`src/rtl/alu_cmd_sequencer.sv`:
```
// Command front end for the 16-bit ALU: accepts ops, waits ALU_LAT cycles,
// queues {result, err, tag} in an in-order FWFT response FIFO.
// Ports: clk/reset, cmd_* (valid/ready in), alu_* (to/from ALU),
// rsp_* (valid/ready out), err_cnt (saturating error count).
module alu_cmd_sequencer #(
  parameter int W       = 16,
  parameter int ALU_LAT = 1,
  parameter int DEPTH   = 4,
  parameter int TAG_W   = 4
) (
  input  logic             clk,
  input  logic             reset,
  input  logic             cmd_valid,
  output logic             cmd_ready,
  input  logic [2:0]       cmd_sel,
  input  logic [W-1:0]     cmd_a,
  input  logic [W-1:0]     cmd_b,
  input  logic [TAG_W-1:0] cmd_tag,
  output logic [W-1:0]     alu_a,
  output logic [W-1:0]     alu_b,
  output logic [2:0]       alu_sel,
  output logic             alu_busy,
  input  logic [W-1:0]     alu_out,
  input  logic             alu_err,
  output logic             rsp_valid,
  input  logic             rsp_ready,
  output logic [W-1:0]     rsp_data,
  output logic             rsp_err,
  output logic [TAG_W-1:0] rsp_tag,
  output logic [7:0]       err_cnt
);

  localparam int AW = $clog2(DEPTH);

  localparam logic [0:0] S_IDLE = 1'b0;
  localparam logic [0:0] S_WAIT = 1'b1;

  logic [0:0]       state;
  logic [3:0]       wait_cnt;
  logic [TAG_W-1:0] tag_q;

  logic [W-1:0]     mem_data [DEPTH];
  logic             mem_err  [DEPTH];
  logic [TAG_W-1:0] mem_tag  [DEPTH];

  logic [AW-1:0]    wr_ptr;
  logic [AW-1:0]    rd_ptr;
  logic [AW:0]      count;

  logic accept;
  logic push;
  logic pop;

  assign cmd_ready = !reset && (state == S_IDLE)
                   && (count < (AW+1)'(DEPTH));
  assign accept    = cmd_valid && cmd_ready;
  assign push      = (state == S_WAIT) && (wait_cnt == 4'd1);

  assign rsp_valid = !reset && (count != '0);
  assign pop       = rsp_valid && rsp_ready;

  // Head is gated so the outputs read zero under reset / when empty.
  assign rsp_data  = rsp_valid ? mem_data[rd_ptr] : '0;
  assign rsp_err   = rsp_valid ? mem_err[rd_ptr]  : 1'b0;
  assign rsp_tag   = rsp_valid ? mem_tag[rd_ptr]  : '0;

  always_ff @(posedge clk) begin
    if (reset) begin
      state    <= S_IDLE;
      wait_cnt <= '0;
      tag_q    <= '0;
      alu_a    <= '0;
      alu_b    <= '0;
      alu_sel  <= '0;
      alu_busy <= 1'b0;
    end else begin
      case (state)
        S_IDLE: begin
          if (accept) begin
            alu_a    <= cmd_a;
            alu_b    <= cmd_b;
            alu_sel  <= cmd_sel;
            tag_q    <= cmd_tag;
            wait_cnt <= 4'(ALU_LAT);
            alu_busy <= 1'b1;
            state    <= S_WAIT;
          end
        end
        default: begin
          wait_cnt <= wait_cnt - 4'd1;
          if (push) begin
            alu_busy <= 1'b0;
            state    <= S_IDLE;
          end
        end
      endcase
    end
  end

  always_ff @(posedge clk) begin
    if (reset) begin
      wr_ptr  <= '0;
      rd_ptr  <= '0;
      count   <= '0;
      err_cnt <= '0;
    end else begin
      if (push) begin
        wr_ptr <= wr_ptr + 1'b1;
        if (alu_err && (err_cnt != 8'hff))
          err_cnt <= err_cnt + 8'd1;
      end
      if (pop)
        rd_ptr <= rd_ptr + 1'b1;
      case ({push, pop})
        2'b10:   count <= count + 1'b1;
        2'b01:   count <= count - 1'b1;
        default: count <= count;
      endcase
    end
  end

  // Storage needs no reset: the head is only visible while count != 0.
  always_ff @(posedge clk) begin
    if (!reset && push) begin
      mem_data[wr_ptr] <= alu_out;
      mem_err[wr_ptr]  <= alu_err;
      mem_tag[wr_ptr]  <= tag_q;
    end
  end

endmodule
```
`config.mk`:
```
export PLATFORM = sky130hd
export DESIGN_NAME = alu_cmd_sequencer
export DESIGN_NICKNAME = d
export VERILOG_FILES = /design/src/rtl/alu_cmd_sequencer.sv
export SDC_FILE = /design/constraint.sdc
export NUM_CORES = 1
export LEC_CHECK = 0
export CORE_ASPECT_RATIO = 1.4
export CORE_MARGIN = 4
export CORE_UTILIZATION = 50
export DETAILED_ROUTE_END_ITERATION = 10
export HOLD_SLACK_MARGIN = 0.1
export PLACE_DENSITY = 0.8
export SLEW_MARGIN = 20
export SYNTH_ARGS = -nofsm -noshare
export SYNTH_HDL_FRONTEND = slang
export SYNTH_SLANG_ARGS = --single-unit
export TNS_END_PERCENT = 50
```
`constraint.sdc`:
```
create_clock -name clk -period 3.4 [get_ports clk]
set_clock_uncertainty 0.2 [all_clocks]
set_input_delay 0.68 -clock clk [delete_from_list [all_inputs] [get_ports clk]]
set_output_delay 0.68 -clock clk [all_outputs]
set_load 0.005 [all_outputs]
```
== Yosys cells after proc, flatten, opt, wreduce, memory -nomap -nowiden ==
Memory sizes are Yosys's and may differ from the RTL's. A register that Yosys moved wholly into a read port is not among the register bits.
Cells that the tools add are included.
Operators by class
  $add $sub $neg: 6
  magnitude comparators: 1
  eq/ne operators: 5
  mux-type cells: 20
  bitwise logic cells: 1
  reduce and logical (&&, ||, !) cells: 15
Operators by type and width (number)
  $mux W16: 1
  $mux W2: 6
  $mux W4: 3
  $mux W1: 9
  $add A8 B1 Y8 const B: 1
  $logic_and A1 B1 Y1: 8
  $ne A8 B8 Y1 const B: 1
  $pmux W3 S2: 1
  $reduce_and A2 Y1: 3
  $add A2 B1 Y2 const B: 2
  $eq A4 B1 Y1 const B: 1
  $reduce_bool A2 Y1: 2
  $sub A4 B1 Y4 const B: 1
  $add A3 B1 Y3 const B: 1
  $lt A3 B3 Y1 const B: 1
  $reduce_bool A3 Y1: 1
  $sub A3 B1 Y3 const B: 1
  $eq A2 B1 Y1 const B: 1
  $eq A2 B2 Y1 const B: 1
  $ne A2 B1 Y1 const B: 1
  $logic_not A1 Y1: 1
  $not A1 Y1: 1
Word-level totals
  flip-flop bits (word level): 60
  bits in writable memories: 84
  bits of input ports: 60
  output and inout bits: 67
  logic and storage cells: 62
  memories: 3
Memories
  mem_data: words 4, bits a word 16, rd ports 1, clocked after Yosys merged registers in 1, write ports 1, line 42  | logic [W-1:0] mem_data [DEPTH];
  mem_tag: words 4, bits a word 4, rd ports 1, clocked after Yosys merged registers in 1, write ports 1, line 44  | logic [TAG_W-1:0] mem_tag [DEPTH];
  mem_err: words 4, bits a word 1, rd ports 1, clocked after Yosys merged registers in 1, write ports 1, line 43  | logic mem_err [DEPTH];

== Logic depth before layout (Yosys ltp) ==
Gate-level depths: netlist of the first run.
  word-level depth: 6
  gate-level depth with buffers: 10
  depth with buffers taken out: 10

== Worst setup path after synthesis of the first run ==
OpenSTA, ideal clock, no wires.
  kind: input -> register
  from: input reset
  to: register count[2]
  arrival: 2422 ps
  slack: 708 ps
  stages: 8
  path buffers: 1
  cell sequence: clkbuf_1 -> nor3b_1 -> ha_1 -> inv_1 -> fa_1 -> xor2_1 -> or3_1 -> a21oi_1
On the way
  word-level cells in the longest chain between the ends: 5
RTL lines
  from (decl): line 12  | input logic reset,
  $logic_not A1 Y1 *: line 59  | assign rsp_valid = !reset && (count != '0);
  $logic_and A1 B1 Y1 *: line 59
  $logic_and A1 B1 Y1 *: line 60  | assign pop = rsp_valid && rsp_ready;
  via pop: line 52  | logic pop;
  $eq A2 B1 Y1 or $eq A2 B2 Y1 (tied branches): line 114  | case ({push, pop})
  $pmux W3 S2 or $reduce_bool A2 Y1 (tied branches)
  to (signal assigned): line 115  | 2'b10: count <= count + 1'b1;
  to (signal assigned): line 116  | 2'b01: count <= count - 1'b1;
  to (signal assigned): line 117  | default: count <= count;
  to (decl): line 48  | logic [AW:0] count;
The timed path passes the listed nets; every way through them passes the cells marked *.
A chain may end at the register's enable or synchronous reset.

==> results of run 1 <==
-- cell families after synthesis --
| group | share of synthesized area, % |
|---|---|
| XOR/XNOR | 0.9354 |
| multiplexers | 8.775 |
| AND/OR/NAND/NOR | 12.49 |
| buffers and inverters | 2.584 |
| AO/OA/AOI/OAI | 6.080 |
| flip-flops | 66.99 |
| adder cells (fa/ha/maj) | 2.138 |
-- cell type report --
| class | instances | area share [%] |
|---|---|---|
| tap | 141 | 2.311 |
| multi-input combinational | 250 | 22.39 |
| clock inverter | 14 | 2.131 |
| inverter | 10 | 0.4918 |
| sequential | 146 | 49.31 |
| timing repair buffer | 139 | 17.74 |
| clock buffer | 18 | 5.623 |
-- stage by stage --
| stage | hold WS, ns | total power, mW | util (%) | instance area, µm² |
|---|---|---|---|---|
| floorplan | 0.2280 | 2.060 | - | 5618 |
| global placement | 0.2419 | 2.210 | 64.46 | 7041 |
| detailed placement | 0.2476 | 2.219 | 64.46 | 7041 |
| CTS | 0.2535 | 4.066 | 69.87 | 7632 |
| global route | 0.2737 | 4.172 | 69.87 | 7632 |
| finish | 0.2504 | 4.026 | 69.87 | 7632 |
-- worst max-delay path, delay by kind of cell, from the launching register on --
family	cells	cell delay, ns
flip-flops	1	0.31
buffers and inverters	2	0.82
AND/OR/NAND/NOR	1	0.19
multiplexers	1	0.57
-- report_power, final --
| part | leakage (nW) | internal (mW) | switching [mW] |
|---|---|---|---|
| clock | 0.282 | 1.15 | 0.696 |
| sequential | 1.26 | 1.90 | 0.0237 |
| combinational | 1.04 | 0.149 | 0.106 |
| total | 2.59 | 3.20 | 0.826 |
-- synth_stat cells, types with 4 or more instances --
cell / number
nand2_1: 85
edfxtp_1: 84
dfxtp_1: 62
a21oi_1: 51
and2_1: 26
mux4_2: 21
clkbuf_1: 14
nor2_1: 14
inv_1: 10
buf_2: 8
ha_1: 8
nor3_1: 5
o21ai_0: 5
or3_1: 5
nand2b_1: 4
xor2_1: 4
-- state kept, by name, summed over array words and instances (netlist names), 4 cells and up, named ones only --
| register | flops |
|---|---|
| wait_cnt | 4 |
| mem_data | 64 |
| mem_err | 4 |
| tag_q | 4 |
| err_cnt | 8 |
| mem_tag | 16 |
| alu_a | 16 |
| alu_b | 16 |
-- routing by layer --
metal	part of all wire [%]	GRT usage [%]	vias to the layer above	wire length, µm
met2	51	31.20	139	5840
met1	40	21.04	1772	4543
met4	1.6	6.390	0	184
met3	7.7	7.072	19	884
met5	0	0	-	0
li1	-	-	1795	-
-- worst paths after layout --
kind | start | to | slack (ns) | cells after the start
setup / recovery | flop | rsp_tag[3] | 0.22 | 4
setup reg to reg | wait_cnt[1]$_SDFFE_PP0P_ | count[2]$_SDFFE_PP0P_ | 0.99 | 10
hold / removal | alu_b[8]$_SDFFE_PP0P_ | alu_b[8]$_SDFFE_PP0P_ | 0.25 | 2
hold reg to reg | alu_b[8]$_SDFFE_PP0P_ | alu_b[8]$_SDFFE_PP0P_ | 0.25 | 2
==> results by group, run 1 <==
Status
  – Outcome: finished, final reports clean

Synth
  – Mapped Area: approximately 0.0056 mm²
  – Most used flip-flop cell after synthesis: edfxtp_1
  – Synth area leader: edfxtp_1
  – Net Count, Synth: approximately 500
  – Synth area leaders: edfxtp_1, dfxtp_1, mux4_2, nand2_1, a21oi_1
  – Post-synth EDFFs: 84
  – Sequential area share after synthesis: about two thirds
  – Post-synthesis register bit count: roughly 150
  – Netlist cell types: 32
  – Ys Warns: 0
  – Yosys top cell area share: roughly 45%
  – Mean area per synthesized cell: around 13 µm²
  – Asr flop ratio synth: 0%
  – Syn Inst Count: 430

Clocking
  – # H-tree levels: 4
  – CTS tree: yes
  – Worst-path clk slew: 0.06 ns
  – Clock Path Buffers: 2
  – Hold buffers post-CTS: 0
  – Post-CTS Resized: 0
  – Clk sink count: approximately 150
  – CTS Root Cell: clkbuf_16
  – CTS buffer count: 17
  – Post-CTS Setup Inserts: 0
  – Clk_lat worst skew: ~0.4 ns

Floorplanning
  – DIE WIDTH: roughly 100 µm
  – Chip Height: between 100 and 150 µm
  – Row cnt: between 40 and 50
  – IO Pins: around 130
  – Core footprint: 0.01092 mm²
  – Die area: 0.01302 mm²
  – Starting Density: about half

Drt
  – DR pass1 iterations: 6
  – DR iter-0 viols: 102
  – Routed wire length: roughly 11000 µm
  – DR vias: ~3700
  – Post-route antenna net violation count: 0
  – Remaining DRCs: 0
  – Drt wl/cell: 15.95 µm
  – Avg Vias per Cell: between 5 and 6

Layout
  – Area of the multi-input gates: roughly 0.0017 mm²
  – Register Area: between 0.003 and 0.004 mm²
  – Ant diodes: 0
  – Fin cells: between 700 and 800
  – Commonest non-fill, non-tap cells in the layout: clkdlybuf4s50_1, nand2_1, edfxtp_1
  – Nets: between 600 and 700
  – Commonest non-fill, non-tap cell in the layout: clkdlybuf4s50_1
  – Filler cells: ~780
  – Synth-to-Final Area Change: 35.86%
  – Share of cells above drive strength 1: approximately 12%

STA
  – Worst setup margin: between 0.2 and 0.25 ns
  – Max Fclk: around 0.31 GHz
  – Unrepaired setup endpoints after global routing: no
  – Period minus WS final: between 3 and 4 ns
  – Final period util: a little over nine tenths
  – Setup TNS: 0 ns
  – Max-slew violations: 0
  – Worst Tran Pin Value: 0.4192 ns
  – Slew HR: between 70% and 80%
  – Hold Violations, Final: 0
  – Final setup viols: 0

Worst setup path
  – Slowest cell on the critical path: mux4_2
  – Nature of the critical path endpoint: primary output
  – WP data required: approximately 2.5 ns
  – Critical path's largest stage delay: ~0.57 ns
  – CP max FO: 21
  – Worst Path Arrival: ~2.3 ns
  – Crit-path cells: buf_4 > mux4_2 > and2_1 > clkdlybuf4s50_1
  – CP startpoint kind: flop
  – Critical path type: flop to primary output

Global routing
  – Gr usage total: between 15 and 20%
  – GRT Residual Overflow: 0
  – Initial antenna violation count: 0
  – First-pass GRT wire length: between 15000 and 20000 µm
  – Pin count of the biggest net entering global routing: 33
  – Vias in the first global route: between 3000 and 4000

Flow run
  – MaxCap Viol Count: 0

Place
  – Dpl ws: 0.4762 ns
  – Placer congestion estimate: between 0.7 and 0.8
  – Placed cells: 686
  – DP HPWL: roughly 7700 µm
  – PortBufs: 126

Min path
  – Hold Crit Class: flop to flop

Power
  – Pwr Density: between 500 and 600 mW/mm²
  – Worst vdd ir: 0.4181 mV
  – Static leakage: between 2 and 3 nW
No activity file was read; power rests on OpenSTA's default activity.
==> run 2, diff against run 1 <==
- CORE_MARGIN: 4 -> not set
==> results by group, run 2 (synthesis gave the netlist of run 1 again) <==
Status
  – Outcome: finished, final reports clean

Worst setup path
  – Crit-path cells: buf_4 > mux4_2 > and2_1 > clkdlybuf4s50_1
  – Nature of the critical path endpoint: primary output
  – Worst Path Arrival: 2.30 ns (about the same)
  – CP max FO: 21 (unchanged)
  – Worst flop-to-flop path startpoint: wait_cnt[1]$_SDFFE_PP0P_
  – WP data required: 2.52 ns (about the same)
  – Critical path's largest stage delay: 0.57 ns (about the same)
  – Slowest cell on the critical path: mux4_2
  – CP startpoint kind: flop
  – Critical path type: flop to primary output

Place
  – PortBufs: 126 (unchanged)
  – DP HPWL: 7244 µm (-5.5%)
  – Placed cells: 683 (-0.44%)
  – Placer congestion estimate: 0.7408 (+3.4%)

Global routing
  – GRT Residual Overflow: 0 (unchanged)
  – Gr usage total: 20.31% (+2.0 points)
  – Busiest layer in global routing: met2
  – Met1 GRT Util: 22.14% (+1.1 points)
  – Met2 Track Usage GR: 36.93% (+5.7 points)
  – First-pass GRT wire length: 18370 µm (-2.5%)
  – Initial antenna violation count: 0 (unchanged)
  – M3 GR Usage: 7.202% (+0.13 points)
  – Vias in the first global route: 3942 (+2.4%)
  – Pin count of the biggest net entering global routing: 57 (+73%)

Power
  – Tot Pwr: 4.130 mW (+2.6%)
  – Static leakage: 2.604 nW (+0.63%)
  – Pwr Density: 539.2 mW/mm² (+2.2%)
  – Worst vdd ir: 0.4127 mV (-1.3%)

Floorplanning
  – Chip Height: 127.4 µm (-4.5%)
  – DIE WIDTH: 91.59 µm (-6.1%)
  – Starting Density: 51.70% (+0.27 points)
  – IO Pins: 127 (unchanged)
  – Row cnt: 45 (unchanged)
  – Die area: 0.01167 mm² (-10%)
  – Core footprint: 0.01087 mm² (-0.52%)

Min path
  – Hold_sp: alu_b[15]$_SDFFE_PP0P_
  – Hold Crit Class: flop to flop

Layout
  – Commonest non-fill, non-tap cell in the layout: clkdlybuf4s50_1
  – Filler cells: 743 (-4.1%)
  – Commonest non-fill, non-tap cells in the layout: clkdlybuf4s50_1, nand2_1, edfxtp_1
  – Ant diodes: 0 (unchanged)
  – Max FFs per register: 64 (unchanged)
  – Nets: 630 (-0.47%)
  – Final core occ: 70.49% (+0.62 points)
  – Synth-to-Final Area Change: 36.35%
  – Reg with most FFs: mem_data
  – Share of cells above drive strength 1: 11.50% (-0.11 points)
  – Fin cells: 715 (-0.42%)

Drt
  – DR iter-0 viols: 113 (+11%)
  – Post-route antenna net violation count: 0 (unchanged)
  – DR vias: 3697 (-0.75%)
  – Avg Vias per Cell: 5.171 (-0.34%)
  – Remaining DRCs: 0 (unchanged)
  – Routed wire length: 11180 µm (-2.4%)
  – Drt wl/cell: 15.64 µm (-1.9%)
  – DR pass1 iterations: 5 (-1)

Clocking
  – Clk sink count: 146 (unchanged)
  – CTS buffer count: 17 (unchanged)
  – Worst-path clk slew: 0.06 ns (about the same)
  – Clk_lat worst skew: 0.40 ns (about the same)
  – Post-CTS Resized: 0 (unchanged)
  – CTS Root Cell: clkbuf_16
  – CTS tree: yes
  – Post-CTS Setup Inserts: 0 (unchanged)
  – # H-tree levels: 4 (unchanged)
  – Clock Path Buffers: 2 (unchanged)
  – Hold buffers post-CTS: 0 (unchanged)

STA
  – Final period util: 93.66% (about the same)
  – Max Fclk: 0.3140 GHz (about the same)
  – Setup TNS: 0 ns (unchanged)
  – Worst Tran Pin Value: 0.6837 ns (+0.2645 ns)
  – Unrepaired setup endpoints after global routing: no
  – Period minus WS final: 3.184 ns (+0.0007600 ns)
  – Hold Violations, Final: 0 (unchanged)
  – Max-slew violations: 0 (unchanged)
  – Slew HR: 54.42% (-18 points)
  – Final setup viols: 0 (unchanged)

Flow run
  – MaxCap Viol Count: 0 (unchanged)
-- run 2: cell type report --
type,instances,area (µm²),area share [%]
sequential,146,3764,49.13
timing repair buffer,136,1344,17.54
clock buffer,17,425.4,5.554
tap,141,176.4,2.303
inverter,10,37.54,0.4900
multi-input combinational,250,1709,22.31
clock inverter,15,203.9,2.663
-- run 2: critical path: cells and delay by family (launching register included) --
kind / cells / cell delay, ns
DFF: 1 / 0.31
and+or+nand+nor: 1 / 0.19
muxes: 1 / 0.57
buffers and inverters: 2 / 0.83
-- run 2: routing by layer --
layer | wire, µm | vias to the layer above
met3 | 754 | 6
met1 | 4360 | 1792
met2 | 5987 | 111
li1 | - | 1788
met5 | 0 | -
met4 | 81 | 0
-- run 2: path summary, 6_finish.rpt --
path / endpoint / slack [ns] / cells past startpoint
max: rsp_data[10] / 0.22 / 4
min: alu_b[15]$_SDFFE_PP0P_ / 0.25 / 2
max reg2reg: count[2]$_SDFFE_PP0P_ / 0.96 / 10
min reg2reg: alu_b[15]$_SDFFE_PP0P_ / 0.25 / 2
-- run 2: where the power goes --
part,internal [mW],total (mW),switching (mW)
clock,1.24,1.95,0.714
sequential,1.90,1.92,0.0231
combinational,0.149,0.255,0.106
total,3.29,4.13,0.843
-- run 2: through the flow --
step                      area, µm²  hold slack (ns)  setup WS (ns)
final                          7660           0.2547         0.2156
after global routing           7660           0.2740         0.1074
after CTS                      7660           0.2554         0.1622
after detailed placement       7030           0.2470         0.2958
after global placement         7030           0.2405         0.4105
after floorplan                5618           0.2280         0.7079
==> edit 1 (settings of run 2) <==
Change the parameter `TAG_W` from 4 to 6.
--- a/src/rtl/alu_cmd_sequencer.sv
+++ b/src/rtl/alu_cmd_sequencer.sv
@@ -7,5 +7,5 @@
   parameter int ALU_LAT = 1,
   parameter int DEPTH   = 4,
-  parameter int TAG_W   = 4
+  parameter int TAG_W   = 6
 ) (
   input  logic             clk,
Ports: changed (resized cmd_tag and rsp_tag); port bits go from 127 to 131. The function was not compared with the original's and may differ.
==> edit 1 against run 2 <==
- synthesized area is 6.8% higher
- sequential cell count is 10 higher
- cell area is 5.0% higher
- setup slack better by 0.18 ns
- clock power is 6% lower
- power is 0.71% higher
- first-iteration DRC count is 62% higher
- worst hold slack worse by 0.0029 ns
- wire length is 8.4% higher
==> edit 1: results (changes against run 2) <==
[worst_setup_path] slowest stage delay, CP 0.55 ns [was 0.57 ns]
[routing] Vias 3906 [was 3697]
[synth] unique cell type count in the Yosys netlist 34 [was 32]
[synth] Net Count, Synth 519 [was 499]
[placed_design] quantity of I/O buffers inserted on ports 130 [was 126]
[worst_hold_path] end point of the worst hold path alu_a[2]$_SDFFE_PP0P_ [was alu_b[15]$_SDFFE_PP0P_]
[grt] wire length of the first global-routing pass 19510 um [was 18370 um]
[placed_design] Detailed Place HPWL 7872 um [was 7244 um]
[routing] first-pass iteration count of the detailed router 7 [was 5]
[grt] via count of the first global-routing pass 4020 [was 3942]
[worst_setup_path] arrival time of the worst setup path 2.13 ns [was 2.30 ns]
[synth] post-synthesis share of cell area spent on full adders, half adders and majority gates 0.02002 [was 0.02138]
[worst_setup_path] setup slack of the worst register-to-register path 0.76 ns [was 0.96 ns]
[layout] buffer share of cell area 0.1736 [was 0.1754]
[routing] routed length per placed instance 16.35 um [was 15.64 um]
[layout] layout cells sized above 1 0.1160 [was 0.1150]
[pwr] IR Drop Worst-Case VDD 0.4002 mV [was 0.4127 mV]
[synth] EDFF count, synth 92 [was 84]
[layout] non-clock buffer instance count of the final layout 140 [was 136]
[synth] fraction of the yosys area taken by sequential cells 0.6740 [was 0.6699]
[layout] number of multi-input combinational cells in the layout 259 [was 250]
[layout] layout filler cell count 838 [was 743]
[routing] First DRT Iteration DRCs 183 [was 113]
[synth] proportion of synthesized area in mux cells 0.08968 [was 0.08775]
[pwr] reported leakage power 2.725 nW [was 2.604 nW]
[worst_setup_path] destination of the critical timing path rsp_tag[5] [was rsp_data[10]]
[layout] count of sequential standard cells 156 [was 146]
[synth] synth top area cells sky130_fd_sc_hd__edfxtp_1 (46%), sky130_fd_sc_hd__dfxtp_1 (21%), sky130_fd_sc_hd__mux4_2 (8.6%) [was sky130_fd_sc_hd__edfxtp_1 (45%), sky130_fd_sc_hd__dfxtp_1 (22%), sky130_fd_sc_hd__mux4_2 (8.4%)]
[status] status complete, no violations [unchanged]
[timing] Hold Slack 0.2518 ns [was 0.2547 ns]
[synth] xor/xnor share of the synthesized area 0.01168 [was 0.009354]
[layout] clock-cell share of area 0.07360 [was 0.08216]
[worst_setup_path] biggest fanout along the worst timing path 23 [was 21]
[timing] relative max-transition margin 0.5841 [was 0.5442]
[layout] fraction of area in multi-input gates 0.2231 [about the same]
[layout] fin nets 653 [was 630]
[layout] FF/Latch Area 4045 um2 [was 3764 um2]
[placed_design] routability congestion estimate from global placement 0.7580 [was 0.7408]
[synth] compound-cell area share of the yosys netlist 0.05798 [was 0.06080]
edit 1: report_power, final:
| part | internal (mW) | switching (mW) | total (mW) | leakage, nW |
|---|---|---|---|---|
| Clock | 1.13 | 0.709 | 1.84 | 0.290 |
| Sequential | 2.03 | 0.0249 | 2.06 | 1.35 |
| Combinational | 0.154 | 0.110 | 0.264 | 1.08 |
| Total | 3.31 | 0.845 | 4.16 | 2.72 |
edit 1: per-stage QoR:
| stage | setup WS [ns] | std cells | cell area [um2] |
|---|---|---|---|
| 6_report | 0.3949 | 742 | 8041 |
| 5_1_grt | 0.2727 | 742 | 8041 |
| 4_1_cts | 0.3498 | 742 | 8041 |
| 3_5_place_dp | 0.2637 | 710 | 7450 |
| 3_3_place_gp | 0.3470 | 710 | 7450 |
| 2_1_floorplan | 0.8985 | 448 | 6000 |
edit 1: routing by layer:
layer,GRT usage,vias up,share of wire
met3,0.07176,16,0.050
met1,0.2217,1911,0.39
met4,0.07576,0,0.017
met5,0,-,0
li1,-,1866,-
met2,0.3829,113,0.55
==> edit 2 (flow settings as in run 2) <==
Without the edit above. Make the reset (`reset`) asynchronous in 2 clocked blocks.
--- a/src/rtl/alu_cmd_sequencer.sv
+++ b/src/rtl/alu_cmd_sequencer.sv
@@ -65,5 +65,5 @@
   assign rsp_tag   = rsp_valid ? mem_tag[rd_ptr]  : '0;
 
-  always_ff @(posedge clk) begin
+  always_ff @(posedge clk or posedge reset) begin
     if (reset) begin
       state    <= S_IDLE;
@@ -98,5 +98,5 @@
   end
 
-  always_ff @(posedge clk) begin
+  always_ff @(posedge clk or posedge reset) begin
     if (reset) begin
       wr_ptr  <= '0;
Function: differs if reset is asserted again (counterexample within 4 cycles, from zero or initial values and one cycle with reset high); with reset held inactive, the same outputs for 10 cycles.
==> edit 2 against run 2 <==
- setup slack gained 0.075 ns
- critical path depth grew 1
- cell area grew 1.7%
- core utilization shrank 1.4 points
- via count shrank 5.0%
- synthesized cell count shrank 5.8%
- non-clock buffer count is the same
- wire length shrank 3.6%
- sequential share of layout area grew 2.5 points
- sequential cell count shrank 2
- first-iteration DRC count grew 27%
- synthesized area grew 2.7%
- critical endpoint is now rsp_data[7]
Power is not compared: it rests on default switching activity, and its combinational part moved more than twofold at a synthesized area within 25%.
==> edit 2: results (changes against run 2) <==
[timing] worst slew pin tran 0.7628 ns [was 0.6837 ns]
[placed_design] Detailed Place HPWL 6965 um [was 7244 um]
[layout] fin nets 611 [was 630]
[synth] proportion of register bits with asynchronous set or reset after synthesis 0.4167 [was 0]
[worst_setup_path] destination of the critical timing path rsp_data[7] [was rsp_data[10]]
[routing] Vias 3512 [was 3697]
[synth] Net Count, Synth 474 [was 499]
[grt] via count of the first global-routing pass 3765 [was 3942]
[routing] First DRT Iteration DRCs 143 [was 113]
[routing] Met3 Routed Length 682 um [was 754 um]
[grt] met1 GRT Util 0.2431 [was 0.2214]
[layout] post-layout instance count excluding filler cells 699 [was 715]
[worst_setup_path] R2R Path End count[2]$_DFFE_PP0P_ [was count[2]$_SDFFE_PP0P_]
[placed_design] routability congestion estimate from global placement 0.7425 [was 0.7408]
[placed_design] dpl cell area 7196 um2 [was 7030 um2]
[pwr] power of the sequential group 2.48 mW
[synth] cell count after synthesis 405 [was 430]
[placed_design] worst slack after detailed placement 0.2607 ns [was 0.2958 ns]
[placed_design] number of placed cells counting well taps 667 [was 683]
[grt] met3 track utilization from global routing 0.06397 [was 0.07202]
[timing] Worst Slack Setup Final 0.2906 ns [was 0.2156 ns]
[worst_setup_path] arrival time of the worst setup path 2.23 ns [was 2.30 ns]
[synth] EDFF count, synth 84 [unchanged]
[synth] fraction of the yosys area taken by sequential cells 0.6973 [was 0.6699]
[routing] length of routed met2 wiring 5425 um [was 5987 um]
[worst_setup_path] slowest stage delay, CP 0.50 ns [was 0.57 ns]
[worst_setup_path] biggest fanout along the worst timing path 24 [was 21]
[routing] first-pass iteration count of the detailed router 4 [was 5]
[grt] wire length of the first global-routing pass 18230 um [was 18370 um]
[worst_setup_path] reg2reg start wait_cnt[0]$_DFFE_PP0P_ [was wait_cnt[1]$_SDFFE_PP0P_]
[synth] leading post-synthesis cells by instance count sky130_fd_sc_hd__nand2_1 (128), sky130_fd_sc_hd__edfxtp_1 (84), sky130_fd_sc_hd__dfrtp_1 (60), sky130_fd_sc_hd__and2_1 (24), sky130_fd_sc_hd__mux4_2 (21) [was sky130_fd_sc_hd__nand2_1 (85), sky130_fd_sc_hd__edfxtp_1 (84), sky130_fd_sc_hd__dfxtp_1 (62), sky130_fd_sc_hd__a21oi_1 (51), sky130_fd_sc_hd__and2_1 (26)]
[layout] layout cells sized above 1 0.1225 [was 0.1150]
[routing] metal1 wirelength 4543 um [was 4360 um]
[grt] Tot GR Track Use 0.2008 [was 0.2031]
[synth] synth top area cells sky130_fd_sc_hd__edfxtp_1 (44%), sky130_fd_sc_hd__dfrtp_1 (26%), sky130_fd_sc_hd__nand2_1 (8.3%) [was sky130_fd_sc_hd__edfxtp_1 (45%), sky130_fd_sc_hd__dfxtp_1 (22%), sky130_fd_sc_hd__mux4_2 (8.4%)]
[status] status complete, no violations [unchanged]
[worst_setup_path] critical path's slowest cell sky130_fd_sc_hd__clkdlybuf4s50_1 [was sky130_fd_sc_hd__mux4_2]
[grt] met2 routing resource usage after global routing 0.3387 [was 0.3693]
[grt] pin count of the biggest net entering global routing 61 [was 57]
edit 2: changes by cell type after synthesis, sizes merged, moves of 4 or more:
cell	delta
a21oi	-47
and3	+5
clkbuf	-8
dfxtp	-62
or3	-5
nor2	-6
nand2	+43
dfrtp	+60
mux2	+4
edit 2: worst min-delay path by stage:
stage | from | end | slack, ns | cells past startpoint
6_report | alu_b[4]$_DFFE_PP0P_ | alu_b[4]$_DFFE_PP0P_ | 0.27 | 2
5_1_grt | alu_a[13]$_DFFE_PP0P_ | alu_a[13]$_DFFE_PP0P_ | 0.29 | 2
4_1_cts | alu_b[4]$_DFFE_PP0P_ | alu_b[4]$_DFFE_PP0P_ | 0.28 | 2
3_5_place_dp | alu_a[13]$_DFFE_PP0P_ | alu_a[13]$_DFFE_PP0P_ | 0.26 | 2
3_3_place_gp | alu_a[0]$_DFFE_PP0P_ | alu_a[0]$_DFFE_PP0P_ | 0.26 | 2
2_1_floorplan | count[0]$_DFFE_PP0P_ | count[0]$_DFFE_PP0P_ | 0.27 | 1
edit 2: kinds of logic (layout without fill, tap and decap cells):
kind of cell | Yosys count | after routing | share of synthesized area
DFF | 144 | 144 | 0.6973
muxes | 27 | 27 | 0.09388
buffers and inverters | 27 | 177 | 0.02602
adders and majority gates | 9 | 9 | 0.02082
AOI/OAI and AO/OA | 8 | 8 | 0.008240
xor gates and xnor gates | 9 | 9 | 0.01366
and+or+nand+nor | 181 | 181 | 0.1401
edit 2: final cells by class:
class	instances	area (um2)
clock buffer	18	429.2
clock inverter	14	163.9
fill	823	3492
inverter	9	33.78
timing repair buffer	136	1361
multi-input combinational	234	1597
sequential	144	4024
tap	144	180.2
edit 2: critical path: cells and delay by family:
family | cells | cell delay, ns
and+or+nand+nor | 2 | 0.37
buffers and inverters | 3 | 1.17
